===== src/rtl/conc_stim_pkg.sv =====
// Shared types, default sizes, word-layout offsets and the word packer
// for the concolic stimulus player.
package conc_stim_pkg;

  typedef enum logic {IDLE = 1'b0, PLAY = 1'b1} state_t;

  localparam int unsigned DEF_DATA_W = 31;
  localparam int unsigned DEF_HOLD_W = 8;
  localparam int unsigned DEF_DEPTH  = 51;
  localparam int unsigned DEF_WORD_W = 1 + DEF_HOLD_W + DEF_DATA_W;

  // Stored word layout is {obs, hold, data}, with obs in the MSB.
  localparam int unsigned DATA_LSB = 0;
  localparam int unsigned HOLD_LSB = DEF_DATA_W;
  localparam int unsigned OBS_BIT  = DEF_DATA_W + DEF_HOLD_W;

  function automatic logic [DEF_WORD_W-1:0] pack_word(
    input logic                  obs,
    input logic [DEF_HOLD_W-1:0] hold,
    input logic [DEF_DATA_W-1:0] data
  );
    return {obs, hold, data};
  endfunction

endpackage


===== src/rtl/conc_stim_mem.sv =====
// Vector table: register array with a gated write port and a
// combinational read port. Writes to indices past the end are dropped.
module conc_stim_mem #(
  parameter int unsigned WORD_W = 40,
  parameter int unsigned DEPTH  = 51,
  parameter int unsigned ADDR_W = 6
) (
  input  logic              clock,
  input  logic              wr_en,
  input  logic [ADDR_W-1:0] wr_addr,
  input  logic [WORD_W-1:0] wr_word,
  input  logic [ADDR_W-1:0] rd_addr,
  output logic [WORD_W-1:0] rd_word_c
);

  logic [WORD_W-1:0] mem [DEPTH];

  always_ff @(posedge clock) begin
    if (wr_en && (32'(wr_addr) < DEPTH)) mem[wr_addr] <= wr_word;
  end

  assign rd_word_c = mem[rd_addr];

endmodule


===== src/rtl/conc_stim_player.sv =====
// Stimulus replay engine: plays a preloaded vector table into a DUT,
// one-shot or looping, with per-entry hold counts and completion status.
module conc_stim_player
  import conc_stim_pkg::*;
#(
  parameter int unsigned DATA_W = DEF_DATA_W,
  parameter int unsigned DEPTH  = DEF_DEPTH,
  parameter int unsigned ADDR_W = $clog2(DEPTH),
  parameter int unsigned HOLD_W = DEF_HOLD_W,
  parameter int unsigned WORD_W = 1 + HOLD_W + DATA_W
) (
  input  logic              clock,
  input  logic              reset,
  input  logic              wr_en,
  input  logic [ADDR_W-1:0] wr_addr,
  input  logic [WORD_W-1:0] wr_word,
  input  logic              start,
  input  logic              stop,
  input  logic              loop_mode,
  input  logic [ADDR_W-1:0] end_addr,
  output logic [DATA_W-1:0] datai,
  output logic              obs,
  output logic              valid,
  output logic [ADDR_W-1:0] pc,
  output logic              busy,
  output logic              done,
  output logic [15:0]       wrap_count
);

  localparam int unsigned H_LSB = DATA_W;
  localparam int unsigned O_BIT = DATA_W + HOLD_W;

  state_t             state;
  logic [HOLD_W-1:0]  hold_cnt;
  logic [ADDR_W-1:0]  end_eff;
  logic               loop_q;
  logic [ADDR_W-1:0]  rd_addr_c;
  logic [WORD_W-1:0]  rd_word_c;
  logic [ADDR_W-1:0]  end_clip_c;
  logic               wr_gate_c;

  // Only advancing within a pass needs a non-zero read index; start and wrap read entry 0.
  assign rd_addr_c  = (state == PLAY && pc != end_eff) ? ADDR_W'(pc + ADDR_W'(1)) : '0;
  assign end_clip_c = (32'(end_addr) > DEPTH - 1) ? ADDR_W'(DEPTH - 1) : end_addr;
  assign wr_gate_c  = wr_en && (state == IDLE);

  conc_stim_mem #(
    .WORD_W (WORD_W),
    .DEPTH  (DEPTH),
    .ADDR_W (ADDR_W)
  ) u_mem (
    .clock     (clock),
    .wr_en     (wr_gate_c),
    .wr_addr   (wr_addr),
    .wr_word   (wr_word),
    .rd_addr   (rd_addr_c),
    .rd_word_c (rd_word_c)
  );

  always_ff @(posedge clock) begin
    if (reset) begin
      state      <= IDLE;
      datai      <= '0;
      obs        <= 1'b0;
      valid      <= 1'b0;
      pc         <= '0;
      busy       <= 1'b0;
      done       <= 1'b0;
      wrap_count <= '0;
      hold_cnt   <= '0;
      end_eff    <= '0;
      loop_q     <= 1'b0;
    end else begin
      done <= 1'b0;
      case (state)
        IDLE: begin
          if (start && !stop && !wr_en) begin
            state      <= PLAY;
            end_eff    <= end_clip_c;
            loop_q     <= loop_mode;
            wrap_count <= '0;
            datai      <= rd_word_c[DATA_W-1:0];
            obs        <= rd_word_c[O_BIT];
            hold_cnt   <= rd_word_c[H_LSB +: HOLD_W];
            valid      <= 1'b1;
            busy       <= 1'b1;
            pc         <= '0;
          end
        end
        PLAY: begin
          if (stop) begin
            state <= IDLE;
            valid <= 1'b0;
            busy  <= 1'b0;
          end else if (hold_cnt != '0) begin
            hold_cnt <= hold_cnt - HOLD_W'(1);
          end else if (pc != end_eff) begin
            pc       <= ADDR_W'(pc + ADDR_W'(1));
            datai    <= rd_word_c[DATA_W-1:0];
            obs      <= rd_word_c[O_BIT];
            hold_cnt <= rd_word_c[H_LSB +: HOLD_W];
          end else if (loop_q) begin
            pc       <= '0;
            datai    <= rd_word_c[DATA_W-1:0];
            obs      <= rd_word_c[O_BIT];
            hold_cnt <= rd_word_c[H_LSB +: HOLD_W];
            if (wrap_count != 16'hFFFF) wrap_count <= wrap_count + 16'd1;
          end else begin
            // One-shot end: presented data and pc stay on the last entry.
            state <= IDLE;
            valid <= 1'b0;
            busy  <= 1'b0;
            done  <= 1'b1;
          end
        end
        default: state <= IDLE;
      endcase
    end
  end

endmodule


===== config.mk =====
export PLATFORM = sky130hd
export DESIGN_NAME = conc_stim_player
export DESIGN_NICKNAME = d
export VERILOG_FILES = /design/src/rtl/conc_stim_pkg.sv /design/src/rtl/conc_stim_mem.sv /design/src/rtl/conc_stim_player.sv
export SDC_FILE = /design/constraint.sdc
export NUM_CORES = 2
export LEC_CHECK = 0
export ABC_CLOCK_PERIOD_IN_PS = 5600
export BUFFER_PORTS_ARGS = -buffer_cell sky130_fd_sc_hd__buf_4
export CORE_MARGIN = 2
export CORE_UTILIZATION = 60
export DETAILED_ROUTE_END_ITERATION = 10
export PLACE_DENSITY_LB_ADDON = 0.3
export SLEW_MARGIN = 10
export SYNTH_ARGS = -nofsm -noshare
export SYNTH_HDL_FRONTEND = slang
export SYNTH_HIERARCHICAL = 1
export SYNTH_SLANG_ARGS = --single-unit

===== constraint.sdc =====
create_clock -name clock -period 5.6 [get_ports clock]
set_input_delay 0 -clock clock [delete_from_list [all_inputs] [get_ports clock]]
set_output_delay 0 -clock clock [all_outputs]
set_load 0.02 [all_outputs]

==> impl_metrics.env <==
export IMPL_relSlewSlack_pct=12.1
export IMPL_yosysTopAreaCellShare_pct=75.2
export IMPL_chipHeight_um=372
export IMPL_synth_top_area_cell="edfxtp_1"
export IMPL_wire_per_inst_um=35.5
export IMPL_grt_pass1_wl_mm=310
export IMPL_ctsHoldBuffers=75
export IMPL_crit_path_max_fanout=16
export IMPL_vias_per_cell=6.98
export IMPL_start_util_pct=60.3
export IMPL_setup_worst_path_end="datai[16]$_SDFFE_PP0P_"
export IMPL_hpwl_mm=123
export IMPL_coreArea_um2=135000
export IMPL_worstPathRequired_ns=6.25
export IMPL_synth_seq_cells=2112
export IMPL_cts_resized=0
export IMPL_finalCritPeriodShare_pct=87.1
export IMPL_postSynthCellCount=3956
export IMPL_cts_htree_levels=4
export IMPL_drtIter0Drc=6646
export IMPL_reg2reg_slack_ns=0.72
export IMPL_cts_path_max_buffers=3
export IMPL_syn_avg_cell_area_um2=20.6
export IMPL_hold_ws_ns=0.125
export IMPL_area_growth_pct=13.5
export IMPL_pin_count=115
export IMPL_arrival_ns=5.53
export IMPL_cp_end_kind="flop"
export IMPL_track_usage_pct=32.2
export IMPL_yosys_top_cells_area="edfxtp_1 75%, mux4_2 12%, mux2i_1 2.2%, dfxtp_1 1.8%, nand2_1 0.96%"
export IMPL_finalWirelength_mm=221
export IMPL_vias=43400
export IMPL_clk_latency_ns=0.83
export IMPL_cts_sinks=2112
export IMPL_slew_violations=0
export IMPL_cts_tree="yes"
export IMPL_finalPower_w=0.0314
export IMPL_maxCapViolations=0
export IMPL_die_w_um=372
export IMPL_worstReg2RegStart="pc[0]$_SDFFE_PP0P_"
export IMPL_max_freq_ghz=0.205
export IMPL_gp_congestion=0.869
export IMPL_fin_skew_ns=0.0277
export IMPL_post_cts_buffers=0
export IMPL_synth_ff_type="edfxtp_1"
export IMPL_hold_viol=0
export IMPL_drtAntennaViolNets=0
export IMPL_worst_pin_slew_ns=1.32
export IMPL_leakage_nw=28.3
export IMPL_portBuffers=114
export IMPL_cp_start_kind="flop"
export IMPL_first_pass_iters=5
export IMPL_cellPowerDensity_nw_per_um2=340
export IMPL_async_reset_ff_share_pct=0
export IMPL_hold_path_class="in2reg"
export IMPL_min_period_ns=4.88
export IMPL_antenna_found_initial=10
export IMPL_ys_warn_count=6
export IMPL_status="finished, final reports clean"
export IMPL_layout_cells_most_common="edfxtp_1"
export IMPL_grt_pass1_vias=42200
export IMPL_grt_max_degree=85
export IMPL_path_clk_slew_ns=0.07
export IMPL_synthDistinctLibCells=72
export IMPL_cts_inserted_buffers=200
export IMPL_setup_tns_ns=0
export IMPL_layout_common_cells="2,040 x edfxtp_1, 429 x mux4_2, 239 x buf_4"
export IMPL_root_buffer="clkbuf_16"
export IMPL_drive_above_1_share_pct=24.7
export IMPL_ys_seq_area_share_pct=77.0
export IMPL_drc=0
export IMPL_fp_dieArea_um2=139000
export IMPL_synth_edf_count=2040
export IMPL_netlist_area_um2=81400
export IMPL_rr_endpoint="datai[16]$_SDFFE_PP0P_"
export IMPL_fin_nets=4331
export IMPL_fp_row_count=135
export IMPL_rsz0062_at_grt="no"
export IMPL_cp_startpoint="pc[0]$_SDFFE_PP0P_"
export IMPL_ff2ff_path_depth=11
export IMPL_overflow=0
export IMPL_synth_nets=4018
export IMPL_vdd_drop_max_mv=0.297
export IMPL_path_class="reg2reg"
export IMPL_setup_viol=0
[logic make-up after synthesis]
| family | count (synthesis) | synth area share, % |
|---|---|---|
| adders and majority gates | 4 | 0.0615 |
| DFF | 2112 | 77.0 |
| and+or+nand+nor | 493 | 2.76 |
| muxes | 651 | 14.7 |
| AOI/OAI and AO/OA | 436 | 3.73 |
| xor gates and xnor gates | 21 | 0.226 |
| buffers and inverters | 239 | 1.54 |
[power by group]
part / internal [W] / leakage, nW / switching (W)
Sequential: 0.0174 / 18.9 / 0.0000383
Clock: 0.00761 / 3.13 / 0.00570
Combinational: 0.000204 / 6.21 / 0.000488
[cell usage after synthesis (8+ instances only)]
library cell and number:
edfxtp_1 2040, mux4_2 429, nand2_1 208, mux2i_1 175, nor2_1 121, a21oi_1 113, clkbuf_1 93, buf_2 77
a22oi_1 75, dfxtp_1 72, nand3_1 56, o21ai_0 54, o221ai_1 41, mux2_2 34, a221oi_1 33, buf_4 28
and3_1 26, buf_6 19, a211oi_1 18, o211ai_1 18, o21ai_1 14, a2111oi_0 13, a22o_1 13, buf_1 13
mux2_1 13, xor2_1 13, nor2b_1 10, o22ai_1 10, nand2b_1 9, nand4_1 9, nor3_1 9, xnor2_1 8
[routing by layer]
layer / wire (um) / global-route usage, %
met4: 10000 / 12.7
met2: 104000 / 50.2
met5: 147 / 0
met3: 28000 / 8.08
met1: 78200 / 44.4
[sequential cells by signal, summed over array words and instances (netlist names)]
register,count
busy,1
done,1
end_eff,6
loop_q,1
u_mem/mem,2040
obs,1
hold_cnt,8
datai,31
wrap_count,16
state,1
pc,6
[area by class of cell]
class	count	area, um2
Clock inverter	97	986
Multi-Input combinational cell	1605	17900
Fill cell	8121	42700
Tap cell	1781	2230
Sequential cell	2112	62700
Antenna cell	2	5.00
Timing Repair Buffer	342	3100
Inverter	8	32.5
Clock buffer	268	5420
[worst min path at each step]
stage                     startpoint                     endpoint  slack [ns]  cells past startpoint
final                     wr_addr[4]  u_mem/mem[38][19]$_DFFE_PP_        0.13                      3
after global placement          stop              done$_SDFF_PP0_        0.24                      2
after detailed placement        stop              done$_SDFF_PP0_        0.24                      2
after global routing      wr_addr[4]  u_mem/mem[35][38]$_DFFE_PP_        0.08                      3
after floorplan                 stop              done$_SDFF_PP0_        0.08                      1
after CTS                 wr_addr[4]  u_mem/mem[38][19]$_DFFE_PP_        0.04                      3
[critical path, cell delays in order (launching register included)]
cell and delay, ns:
dfxtp_1 0.57, xnor2_1 0.19, nand4_1 0.18, o21ai_1 0.90, nor2_4 0.33, and2_1 0.67
a221oi_1 0.99, o21ai_0 0.20, a21oi_1 0.36, a211oi_1 0.08, nand2_1 0.09, a21oi_1 0.09
[stage by stage]
stage	worst slack (ns)	std cells	instance area, um2	utilization, %
after global placement	1.04	5771	85200	63.1
after floorplan	1.12	3956	81400	-
after detailed placement	0.949	5771	85200	63.1
final	0.722	6215	92400	68.4
after global routing	0.637	6214	92400	68.4
after CTS	0.884	6211	92400	68.4
Note: power is estimated with default switching activity, not from simulation.
